<file path="src/rtl/operand_stage.sv">
// Operand fetch stage: register file, write-back bypass, busy-bit
// scoreboard and a one-entry output register toward the ALU.
module operand_stage #(
  parameter int n             = 8,
  parameter int alu_code_size = 3,
  parameter int r             = 3
) (
  input  logic                     clk,
  input  logic                     reset,
  input  logic                     in_valid,
  output logic                     in_ready,
  input  logic [r-1:0]             rs_addr,
  input  logic [r-1:0]             rt_addr,
  input  logic [r-1:0]             rd_addr,
  input  logic [n-1:0]             imm,
  input  logic                     use_imm,
  input  logic [alu_code_size-1:0] func_in,
  input  logic                     we_in,
  input  logic                     wb_en,
  input  logic [r-1:0]             wb_addr,
  input  logic [n-1:0]             wb_data,
  output logic                     out_valid,
  input  logic                     out_ready,
  output logic signed [n-1:0]      a,
  output logic signed [n-1:0]      b,
  output logic [alu_code_size-1:0] func,
  output logic [r-1:0]             out_rd,
  output logic                     out_we
);

  localparam int nr = 2 ** r;

  logic [n-1:0]  rf [nr];
  logic [nr-1:0] busy;
  logic [nr-1:0] busy_nxt;

  logic [n-1:0]  rs_val;
  logic [n-1:0]  rt_val;
  logic [n-1:0]  b_val;

  logic          rs_wb_hit;
  logic          rt_wb_hit;
  logic          rs_haz;
  logic          rt_haz;
  logic          slot_free;
  logic          xfer_in;
  logic          xfer_out;

  assign rs_wb_hit = wb_en && (wb_addr == rs_addr);
  assign rt_wb_hit = wb_en && (wb_addr == rt_addr);

  always_comb begin
    rs_val = rf[rs_addr];
    if (rs_addr == '0)
      rs_val = '0;
    else if (rs_wb_hit)
      rs_val = wb_data;
  end

  always_comb begin
    rt_val = rf[rt_addr];
    if (rt_addr == '0)
      rt_val = '0;
    else if (rt_wb_hit)
      rt_val = wb_data;
  end

  assign b_val = use_imm ? imm : rt_val;

  // A source waits on a retired-but-unwritten result (busy) or on the
  // instruction still sitting in the output register.
  always_comb begin
    rs_haz = 1'b0;
    rt_haz = 1'b0;
    if (rs_addr != '0) begin
      rs_haz = (busy[rs_addr] && !rs_wb_hit)
            || (out_valid && out_we && (out_rd == rs_addr));
    end
    if (!use_imm && (rt_addr != '0)) begin
      rt_haz = (busy[rt_addr] && !rt_wb_hit)
            || (out_valid && out_we && (out_rd == rt_addr));
    end
  end

  assign slot_free = !out_valid || out_ready;
  assign in_ready  = reset || (slot_free && !rs_haz && !rt_haz);
  assign xfer_in   = in_valid && in_ready;
  assign xfer_out  = out_valid && out_ready;

  // Clear first so a same-address set in the same cycle wins.
  always_comb begin
    busy_nxt = busy;
    if (wb_en)
      busy_nxt[wb_addr] = 1'b0;
    if (xfer_out && out_we && (out_rd != '0))
      busy_nxt[out_rd] = 1'b1;
  end

  always_ff @(posedge clk) begin
    if (reset) begin
      for (int i = 0; i < nr; i++)
        rf[i] <= '0;
    end else if (wb_en && (wb_addr != '0)) begin
      rf[wb_addr] <= wb_data;
    end
  end

  always_ff @(posedge clk) begin
    if (reset)
      busy <= '0;
    else
      busy <= busy_nxt;
  end

  always_ff @(posedge clk) begin
    if (reset) begin
      out_valid <= 1'b0;
      a         <= '0;
      b         <= '0;
      func      <= '0;
      out_rd    <= '0;
      out_we    <= 1'b0;
    end else if (xfer_in) begin
      out_valid <= 1'b1;
      a         <= rs_val;
      b         <= b_val;
      func      <= func_in;
      out_rd    <= rd_addr;
      out_we    <= we_in;
    end else if (xfer_out) begin
      out_valid <= 1'b0;
    end
  end

endmodule

</file>
<file path="config.mk">
export PLATFORM = sky130hd
export DESIGN_NAME = operand_stage
export DESIGN_NICKNAME = d
export VERILOG_FILES = /design/src/rtl/operand_stage.sv
export SDC_FILE = /design/constraint.sdc
export NUM_CORES = 1
export LEC_CHECK = 0
export ABC_AREA = 1
export BUFFER_PORTS_ARGS = -buffer_cell sky130_fd_sc_hd__buf_4
export CAP_MARGIN = 10
export CORE_MARGIN = 3
export CORE_UTILIZATION = 63
export DETAILED_ROUTE_END_ITERATION = 16
export PLACE_DENSITY_LB_ADDON = 0.15
export SYNTH_ARGS = -nofsm -noshare
export SYNTH_HDL_FRONTEND = slang
export SYNTH_SLANG_ARGS = --single-unit
export TNS_END_PERCENT = 10
</file>
<file path="constraint.sdc">
create_clock -name clk -period 4.7 [get_ports clk]
set_clock_uncertainty 0.1 [all_clocks]
set_input_delay 0 -clock clk [delete_from_list [all_inputs] [get_ports clk]]
set_output_delay 0 -clock clk [all_outputs]
set_load 0.01 [all_outputs]
</file>
==> flow_summary.ini <==
[status]
outcome = finished with violations
violations = negative hold slack

[power]
powerDensity_mw_per_mm2 = 319
worst_ir_drop_vdd_v = 0.000201
clockPowerShare_pct = 29.9
p_comb_share_pct = 19.2
p_leak_nw = 2.70
switching_share_pct = 30.8
pwr-share-seq_pct = 50.9
switchingPower_mw = 0.602
intPower_mw = 1.35

[synth]
ys_warn_count = 0
synth.avg_cell_area_um2 = 7.54
synth_cell_types = 31
async_flop_share_pct = 0
synth_edf_count = 64
netlist_instances = 705
synth-main-ff-cell = edfxtp_1
syn_area_mm2 = 0.00532
yosysSeqAreaShare_pct = 48.2
ys_ff_latch = 96

[critical_path]
cp.arrival_ns = 3.17
cp-start-kind = primary input
r2r_cells = 10
critPathKind = primary input to flip-flop
required_ns = 4.92
worstSetupEndpointType = flip-flop
critPathMaxFanout = 44

[finish]
post-route-util_pct = 77.0
fillers = 579
layout-drive-gt1-share_pct = 12.3
syn_to_final_growth_pct = 15.4
num_antenna_cells = 0
nNetsFinal = 800
finalInstanceArea_mm2 = 0.00613

[global_route]
grt_max_degree = 45
grt_overflow = 0
grt_pass1_vias = 5024
antenna_found_initial = 0
grt_first_pass_wirelength_um = 26100
track_usage_pct = 34.8

[clock_tree]
clock_latency_ns = 0.38
tritoncts = built
cts_buffers = 9
cts-resized-gates = 0
cts_root_buffer = clkbuf_8
cts.clk_slew.worst_paths_ns = 0.10
max-clock-path-buffers = 2
cts_sinks = 96
hold_buffers = 23
htreeDepth = 3
post_cts_buffers = 0

[sta]
setup-tns-final_ns = 0
worst_slack_ns = 1.75
timing.hold.ws_ns = -0.0100
relSlewSlack_pct = 55.2
tightest_slew_ns = 0.671
fin_crit_ns = 2.95
finalHoldViolCount = 1
rsz0062_at_grt = false
setup_viol = 0
max_freq_mhz = 339
slew_viol_final = 0
period_share_pct = 62.8

[die]
die_h_um = 97.9
start_util_pct = 66.7
dieArea_mm2 = 0.00957
pin_count = 63
core_mm2 = 0.00797
fp-row-count = 32
fp.dieW_um = 97.9

[drt]
drtAntennaViolNets = 0
drc = 0
vias = 5471
via_per_inst = 6.30
wire_per_inst_um = 19.3
routed_wl_um = 16800
drtIter0Drc = 763
dr.pass1.iters = 6

[place]
portBuffers = 62
place.gp.congestion = 1.02
hpwlAfterDp_um = 10700
place_ws_ns = 1.94
placed_cell_area_mm2 = 0.00570

[min_path]
holdPathStages = 5
hold_path.class = primary input to flip-flop

[flow_run]
cap_violations = 0
-- cell usage in the layout (no fill, tap or decap), drive strengths merged --
| cell type | instances |
|---|---|
| nand2 | 172 |
| nor2 | 106 |
| nand3 | 89 |
| edfxtp | 64 |
| buf | 63 |
| a21oi | 60 |
| inv | 56 |
| o21ai | 33 |
| dfxtp | 32 |
| dlygate4sd3 | 23 |
| clkbuf | 10 |
| o22ai | 9 |
| a22oi | 9 |
| a31oi | 9 |
| conb | 8 |
| nand3b | 7 |
| nand4 | 6 |
| o211ai | 4 |
| or2 | 1 |
| nor3 | 1 |
| xnor2 | 1 |
| o32ai | 1 |
| a311oi | 1 |
| clkinvlp | 1 |
| bufinv | 1 |
-- logic make-up (layout without fill, tap and decap cells) --
kind of cell              after synthesis  after routing  share of synthesized area, %
xor gates and xnor gates                1              1                         0.165
AOI/OAI and AO/OA                     126            126                          13.2
other                                   1              8                        0.0706
and+or+nand+nor                       382            382                          30.2
DFF                                    96             96                          48.2
buffers and inverters                  99            154                          8.19
-- synthesized netlist by cell type (4+ instances only) --
master    number  area [µm²]
a21oi_1       60         300
a22oi_1        9        67.6
a31oi_1        8        50.1
buf_1          7        26.3
buf_2         18        90.1
buf_6          4        45.0
clkbuf_1      15        56.3
dfxtp_1       32         641
edfxtp_1      64        1920
inv_1         41         154
inv_2         11        41.3
nand2_1      170         638
nand3_1       88         440
nand3b_1       7        52.6
nand4_1        6        37.5
nor2_1       106         398
o211ai_1       4        30.0
o21ai_0       31         155
o22ai_1        9        56.3
-- critical path: stages --
cell and delay [ns]:
buf_4 0.40, inv_2 0.41, nand2_1 0.14, nand2_1 0.05
nor2_1 0.10, nand2_1 0.32, nand3_1 0.22, nand2_1 0.06
nand2_1 0.07, nand3_2 0.11, nand2_4 0.34, nand2_2 0.17
a21oi_1 0.17, dlygate4sd3_1 0.57
-- cell type report --
cell class	count	area [µm²]	area share [%]
multi-input combinational	517	2340	38.2
inverter	52	195	3.18
timing repair buffer	86	703	11.5
clock buffer	10	128	2.08
tap	102	128	2.08
sequential	96	2560	41.8
clock inverter	6	75.1	1.22
-- registers in the layout, summed over array words and instances (netlist names) --
register / flops
a: 8
b: 8
busy: 8
func: 3
out_rd: 3
out_valid: 1
out_we: 1
rf: 64
-- metrics by stage --
| stage | instances | power [mW] | hold WS, ns |
|---|---|---|---|
| finish | 869 | 1.95 | -0.0100 |
| global route | 869 | 2.02 | 0.0285 |
| CTS | 869 | 1.93 | 0.00408 |
| detailed placement | 830 | 1.36 | 0.157 |
| global placement | 830 | 1.35 | 0.147 |
| floorplan | 712 | 1.23 | -0.0309 |
-- metal layers --
layer | vias up | routed length [µm] | part of all wire, % | track usage (%)
met1 | 2439 | 5930 | 35 | 46.4
met2 | 471 | 7560 | 45 | 54.2
met5 | - | 0 | 0 | 0
met4 | 0 | 896 | 5.3 | 16.4
met3 | 89 | 2400 | 14 | 7.43
li1 | 2472 | - | - | -
-- power by group through the flow --
stage | Clock [mW] | Combinational [mW] | Sequential (mW)
floorplan | 0 | 0.225 | 1.01
detailed placement | 0 | 0.345 | 1.01
global placement | 0 | 0.337 | 1.01
CTS | 0.576 | 0.363 | 0.993
global route | 0.611 | 0.408 | 1.00
finish | 0.584 | 0.375 | 0.995
-- path summary, 6_finish.rpt --
| path | slack [ns] | endpoint | start |
|---|---|---|---|
| setup / recovery | 1.75 | out_valid$_SDFFE_PP0P_ | rt_addr[0] |
| hold / removal | -0.01 | a[0]$_SDFFE_PP0P_ | wb_data[0] |
| setup reg to reg | 2.23 | out_valid$_SDFFE_PP0P_ | out_rd[1]$_SDFFE_PP0P_ |
| hold reg to reg | 0.40 | func[0]$_SDFFE_PP0P_ | func[0]$_SDFFE_PP0P_ |
Note: power is estimated with default switching activity, not from simulation.
